$ cat src/rtl/pinball_game_fsm.sv
// rtl/pinball_game_fsm.sv - pinball game-flow controller (optional macro: PINBALL_BONUS_LIFE_EN)
module pinball_game_fsm #(
    parameter int SCORE_W        = 8,
    parameter int LEVEL_W        = 4,
    parameter int LIFE_W         = 3,
    parameter int INIT_LIVES     = 3,
    parameter int MAX_LIVES      = 5,
    parameter int HITS_PER_LEVEL = 2,
    parameter int MAX_LEVEL      = 3,
    parameter int POINTS_PER_HIT = 5,
    localparam int HITS_W        = $clog2(HITS_PER_LEVEL + 1)
) (
    input  logic               clk,
    input  logic               resetN,
    input  logic               key_start,
    input  logic               key_pause,
    input  logic               collision_bottom,
    input  logic               collision_obstacle,
    output logic               start,
    output logic               pause,
    output logic               reset_level,
    output logic               game_over,
    output logic               win,
    output logic [SCORE_W-1:0] score,
    output logic [LEVEL_W-1:0] level,
    output logic [LIFE_W-1:0]  life,
    output logic [HITS_W-1:0]  hits
);

    localparam logic [2:0] IDLE      = 3'd0;
    localparam logic [2:0] SERVE     = 3'd1;
    localparam logic [2:0] PLAY      = 3'd2;
    localparam logic [2:0] PAUSED    = 3'd3;
    localparam logic [2:0] GAME_OVER = 3'd4;
    localparam logic [2:0] WIN       = 3'd5;

    localparam logic [LEVEL_W-1:0] LAST_LEVEL = LEVEL_W'(MAX_LEVEL - 1);
    localparam logic [LIFE_W-1:0]  LIFE_INIT  = LIFE_W'(INIT_LIVES);
    localparam logic [LIFE_W-1:0]  LIFE_CAP   = LIFE_W'(MAX_LIVES);
    localparam logic [HITS_W-1:0]  HITS_DONE  = HITS_W'(HITS_PER_LEVEL);
`ifdef PINBALL_BONUS_LIFE_EN
    localparam logic BONUS_EN = 1'b1;
`else
    localparam logic BONUS_EN = 1'b0;
`endif

    logic [2:0]         state_q, state_d;
    logic [SCORE_W-1:0] score_q, score_d;
    logic [LEVEL_W-1:0] level_q, level_d;
    logic [LIFE_W-1:0]  life_q,  life_d;
    logic [HITS_W-1:0]  hits_q,  hits_d;
    // {start, pause, bottom, obstacle} as seen last cycle
    logic [3:0]         key_prev_q, key_prev_d;

    logic [3:0]         key_now;
    logic [3:0]         key_edge;
    logic               start_edge, pause_edge, bottom_edge, obstacle_edge;
    logic [SCORE_W:0]   score_sum;
    logic [SCORE_W-1:0] score_sat;
    logic [HITS_W-1:0]  hits_inc;

    assign key_now       = {key_start, key_pause, collision_bottom, collision_obstacle};
    assign key_edge      = key_now & ~key_prev_q;
    assign start_edge    = key_edge[3];
    assign pause_edge    = key_edge[2];
    assign bottom_edge   = key_edge[1];
    assign obstacle_edge = key_edge[0];

    // One extra bit catches the carry so the score clamps instead of wrapping
    assign score_sum = {1'b0, score_q} + (SCORE_W + 1)'(POINTS_PER_HIT);
    assign score_sat = score_sum[SCORE_W] ? '1 : score_sum[SCORE_W-1:0];
    assign hits_inc  = hits_q + HITS_W'(1);

    // Next-state and counter update; bottom beats obstacle beats pause in PLAY
    always_comb begin
        state_d    = state_q;
        score_d    = score_q;
        level_d    = level_q;
        life_d     = life_q;
        hits_d     = hits_q;
        key_prev_d = key_now;
        case (state_q)
            IDLE: begin
                if (start_edge) begin
                    state_d = SERVE;
                    score_d = '0;
                    level_d = '0;
                    hits_d  = '0;
                    life_d  = LIFE_INIT;
                end
            end
            SERVE: begin
                if (start_edge) state_d = PLAY;
            end
            PLAY: begin
                if (bottom_edge) begin
                    if (life_q == LIFE_W'(1)) begin
                        life_d  = '0;
                        state_d = GAME_OVER;
                    end else begin
                        life_d  = life_q - LIFE_W'(1);
                        state_d = SERVE;
                    end
                end else if (obstacle_edge) begin
                    score_d = score_sat;
                    if (hits_inc == HITS_DONE) begin
                        hits_d = '0;
                        if (level_q == LAST_LEVEL) begin
                            state_d = WIN;
                        end else begin
                            level_d = level_q + LEVEL_W'(1);
                            state_d = SERVE;
                            if (BONUS_EN && (life_q < LIFE_CAP)) life_d = life_q + LIFE_W'(1);
                        end
                    end else begin
                        hits_d = hits_inc;
                    end
                end else if (pause_edge) begin
                    state_d = PAUSED;
                end
            end
            PAUSED: begin
                if (pause_edge) state_d = PLAY;
            end
            GAME_OVER, WIN: begin
                if (start_edge) state_d = IDLE;
            end
            default: state_d = IDLE;
        endcase
    end

    // State, counters and input history registers
    always_ff @(posedge clk or negedge resetN) begin
        if (!resetN) begin
            state_q    <= IDLE;
            score_q    <= '0;
            level_q    <= '0;
            life_q     <= LIFE_INIT;
            hits_q     <= '0;
            key_prev_q <= '0;
        end else begin
            state_q    <= state_d;
            score_q    <= score_d;
            level_q    <= level_d;
            life_q     <= life_d;
            hits_q     <= hits_d;
            key_prev_q <= key_prev_d;
        end
    end

    assign start       = (state_q != IDLE);
    assign pause       = (state_q != PLAY);
    assign reset_level = (state_q == SERVE);
    assign game_over   = (state_q == GAME_OVER);
    assign win         = (state_q == WIN);
    assign score       = score_q;
    assign level       = level_q;
    assign life        = life_q;
    assign hits        = hits_q;

endmodule

$ cat config.mk
export PLATFORM = sky130hd
export DESIGN_NAME = pinball_game_fsm
export DESIGN_NICKNAME = d
export VERILOG_FILES = /design/src/rtl/pinball_game_fsm.sv
export SDC_FILE = /design/constraint.sdc
export NUM_CORES = 1
export LEC_CHECK = 0
export CORE_MARGIN = 3
export CORE_UTILIZATION = 45
export CTS_CLUSTER_DIAMETER = 50
export DETAILED_ROUTE_END_ITERATION = 8
export GPL_TIMING_DRIVEN = 0
export HOLD_SLACK_MARGIN = 0.12
export PLACE_DENSITY = 0.79
export SKIP_CTS_REPAIR_TIMING = 1
export SYNTH_ARGS = -nofsm -noshare
export SYNTH_HDL_FRONTEND = slang
export SYNTH_SLANG_ARGS = --single-unit
$ cat constraint.sdc
create_clock -name clk -period 2.18 [get_ports clk]
set_input_delay 0.218 -clock clk [delete_from_list [all_inputs] [get_ports clk]]
set_output_delay 0.218 -clock clk [all_outputs]
set_load 0.03 [all_outputs]
==> reports/qor.tcl, run 1 <==
set qor(total_area_of_multi_input_combinational_cells_um2) 685.7
set qor(clk_transition_reported_paths_ns) 0.13
set qor(dr.first_iter.drc_count) 49
set qor(number_of_clock_buffers_inserted_by_tritoncts) 3
set qor(syn-instance-count) 135
set qor(synth_seq_cells) 24
set qor(globalplace.congestion) 0.8693
set qor(critPathCapture) {pause}
set qor(design.die.area_mm2) 0.003690
set qor(power-per-cell-area_mw_per_mm2) 1046
set qor(post_drt_wl_per_cell_um) 15.34
set qor(pwr-share-comb_pct) 49.2
set qor(place.port_buffers) 27
set qor(cts_buffer_depth) 2
set qor(cts.root.buffer_cell) {clkbuf_4}
set qor(dominantRegCellSynth) {dfrtp_1}
set qor(totalNegativeSetupSlack_ns) 0
set qor(first_global_vias) 1107
set qor(swShare_pct) 42.93
set qor(power_report.internal_total_mw) 1.018
set qor(path_class) {flop to output port}
set qor(drt_wl_total_um) 3022
set qor(static-leakage-power_nw) 0.7878
set qor(power.share.clock_pct) 13.4
set qor(fillers) 244
set qor(detail_route.first_pass.iterations) 4
set qor(grt_antenna_before_repair) 0
set qor(area_growth_syn_to_layout_pct) 26.44
set qor(timing.reg2reg.setup_slack_ns) 0.18
set qor(dp.final_hpwl_um) 2241
set qor(required_time_reported_for_the_critical_path_endpoint_ns) 1.96
set qor(p_sw_mw) 0.7658
set qor(critical_path_origin) {state_q[2]$_DFFE_PN0P_}
set qor(detailroute.via_count) 1175
set qor(worstHoldPathType) {input port to flop}
set qor(tritoncts) {done}
set qor(die_height_um) 60.75
set qor(post_drt_via_cell_ratio) 5.964
set qor(setup.worst_path.end_class) {output port}
set qor(synth-edff-count) 0
set qor(async_flop_share_pct) 100.0
set qor(global_route.overflow_total) 0
set qor(vdd.ir_drop.worst_uv) 517.3
set qor(setup.worst_path.start_class) {flop}
set qor(antenna_violating_nets_post_route) 0
set qor(grt_first_pass_wirelength_um) 4892
set qor(depth_of_the_worst_register_to_register_path) 7
set qor(htreeDepth) 1
set qor(synth.avg_cell_area_um2) 9.991
set qor(cts.sinks) 24
set qor(n_antenna_cell) 0
set qor(layout.nets) 178
set qor(final_hold_viol_count) 0
set qor(run_status) {completed}
set qor(reg_area_um2) 604.3
set qor(layout-drive-gt1-share_pct) 12.65
set qor(final_area_mm2) 0.001705
set qor(finClkSkew_ns) 0.005563
set qor(placed_cell_area_mm2) 0.001658
set qor(grt_use_total_pct) 17.47
set qor(critical_path_arrival_ns) 1.85
set qor(clk-insertion-delay-late_ns) 0.32
set qor(achievable_clock_frequency_mhz) 484.3
set qor(initial_utilization_pct) 48.08
set qor(report.final.slew_viol_count) 0
set qor(timing.final.crit_share_pct) 94.72
set qor(synth.lib_cells_used.distinct) 46
set qor(crit_fanout) 9
set qor(netlist_area_mm2) 0.001349
set qor(max_cap_viol_count) 0
set qor(finalSetupViolations) 0
set qor(tightestPinTransition_ns) 1.090
set qor(fin_crit_ns) 2.065
set qor(yosysWarnings) 0
set qor(ioPinCount) 28
set qor(die_width_um) 60.75
set qor(yosysSeqAreaShare_pct) 44.71
set qor(post-route-drc-count) 0
set qor(pwr-share-seq_pct) 37.4
set qor(unrepaired_setup_endpoints_after_global_routing) {no}
set qor(timing.rr.start) {state_q[2]$_DFFE_PN0P_}
set qor(num_rows) 19
set qor(grt_max_degree) 25
set qor(synth_fp_nets) 146
set qor(core_area_mm2) 0.002805
set qor(worst_slew_slack_as_a_fraction_of_its_limit_pct) 27.08
set qor(r2r_end) {level[1]$_DFFE_PN0P_}
==> logic make-up (layout without fill, tap and decap cells) <==
| kind of cell | after synthesis | after routing | synth area share (%) |
|---|---|---|---|
| buffers and inverters | 11 | 42 | 4.453 |
| adders and majority gates | 5 | 5 | 4.638 |
| muxes | 5 | 5 | 3.989 |
| and+or+nand+nor | 51 | 51 | 22.08 |
| DFF | 24 | 24 | 44.71 |
| AOI/OAI and AO/OA | 39 | 39 | 20.13 |
==> cell usage after synthesis, drive strengths merged, types with 2 or more instances <==
master  number  share of area, %
inv          6               1.9
o21ai       11               4.4
o21a         2               1.1
a21o         5               2.8
dfstp        2               3.9
dfrtp       22                41
nor2         9               3.1
a22o         4               2.6
and2         2               1.1
nand3        7               2.6
or3          3               1.8
nor3         3               1.5
clkbuf       2              0.56
buf          3               2.0
nor2b        6               2.8
mux2i        2               1.5
a31oi        2              0.93
nor3b        4               2.2
nand2        8               2.2
mux2         3               2.5
a21oi        4               1.5
ha           5               4.6
o211ai       3               1.7
nand2b       3               1.4
==> cell type report <==
type	count	area share, %
inverter	6	1.467
tap	31	2.274
buffer	5	2.054
clock buffer	4	2.128
timing repair buffer	27	16.43
multi-input combinational	100	40.21
sequential	24	35.44
==> per-layer routing <==
metal / GRT usage (%) / wire [µm] / vias up / share of wire (%)
met4: 3.715 / 47 / 0 / 1.6
met5: 0 / 0 / - / 0
met1: 22.70 / 1272 / 582 / 42
met2: 29.77 / 1559 / 33 / 52
met3: 4.043 / 143 / 6 / 4.7
li1: - / - / 554 / -
==> flip-flops by register name (all words and copies together) (netlist names) <==
name and count:
life 3, score 8, key_prev_q 4, level 4, state_q 3, hits 2
==> power by group through the flow <==
| stage | Clock [mW] | Sequential, mW | Combinational [mW] |
|---|---|---|---|
| 2_1_floorplan | 0 | 0.786 | 0.437 |
| 3_3_place_gp | 0 | 0.660 | 0.856 |
| 3_5_place_dp | 0 | 0.671 | 0.882 |
| 4_1_cts | 0.246 | 0.663 | 0.882 |
| 5_1_grt | 0.267 | 0.685 | 0.939 |
| 6_report | 0.238 | 0.667 | 0.878 |
==> through the flow <==
| stage | hold slack, ns | utilization (%) | power [mW] | setup WS [ns] | instances |
|---|---|---|---|---|---|
| 5_1_grt | 0.3381 | 60.79 | 1.891 | 0.05098 | 197 |
| 3_3_place_gp | 0.4983 | 59.10 | 1.516 | -0.08328 | 193 |
| 3_5_place_dp | 0.5246 | 59.10 | 1.552 | -0.06175 | 193 |
| 6_report | 0.3405 | 60.79 | 1.784 | 0.1151 | 197 |
| 2_1_floorplan | -0.07759 | - | 1.223 | 0.3053 | 135 |
| 4_1_cts | 0.3374 | 60.39 | 1.791 | 0.0009635 | 197 |
==> critical path: stages (launching register included) <==
cell	delay (ns)
dfrtp_1	0.37
buf_6	0.13
nor2_4	0.05
and2_4	0.18
inv_4	0.11
clkdlybuf4s50_1	0.68
==> cell usage in the layout (no fill, tap or decap), drive strengths merged, types with 2 or more instances in the layout <==
cell type	synthesis	routed
and2	2	2
a22o	4	4
ha	5	5
buf	3	3
inv	6	6
o21ai	11	11
or3	3	3
nor2b	6	6
mux2	3	3
o211ai	3	3
a21oi	4	4
nor3b	4	4
a21o	5	5
dlymetal6s2s	0	4
nand2b	3	3
dfstp	2	2
mux2i	2	2
nand2	8	8
a31oi	2	2
clkbuf	2	6
dfrtp	22	22
nand3	7	7
clkdlybuf4s50	0	23
o21a	2	2
nor2	9	9
nor3	3	3
==> worst min-delay path by stage <==
stage	startpoint	endpoint	slack [ns]	cells after the start
after floorplan	resetN	hits[0]$_DFFE_PN0P_	-0.08	0
after global placement	hits[1]$_DFFE_PN0P_	hits[1]$_DFFE_PN0P_	0.50	1
after detailed placement	hits[0]$_DFFE_PN0P_	hits[0]$_DFFE_PN0P_	0.52	1
after CTS	collision_bottom	key_prev_q[1]$_DFF_PN0_	0.34	1
after global routing	collision_bottom	key_prev_q[1]$_DFF_PN0_	0.34	1
final	collision_bottom	key_prev_q[1]$_DFF_PN0_	0.34	1
(Power assumes the default switching activity.)
==> inputs of run 2 (changes only) <==
--- a/config.mk
+++ b/config.mk
@@ -7,7 +7,6 @@
 export LEC_CHECK = 0
 export CORE_MARGIN = 3
 export CORE_UTILIZATION = 45
-export CTS_CLUSTER_DIAMETER = 50
 export DETAILED_ROUTE_END_ITERATION = 8
 export GPL_TIMING_DRIVEN = 0
 export HOLD_SLACK_MARGIN = 0.12
==> results of run 2 <==
Same layout as run 1: the final DEF is identical, and so are final timing and power.
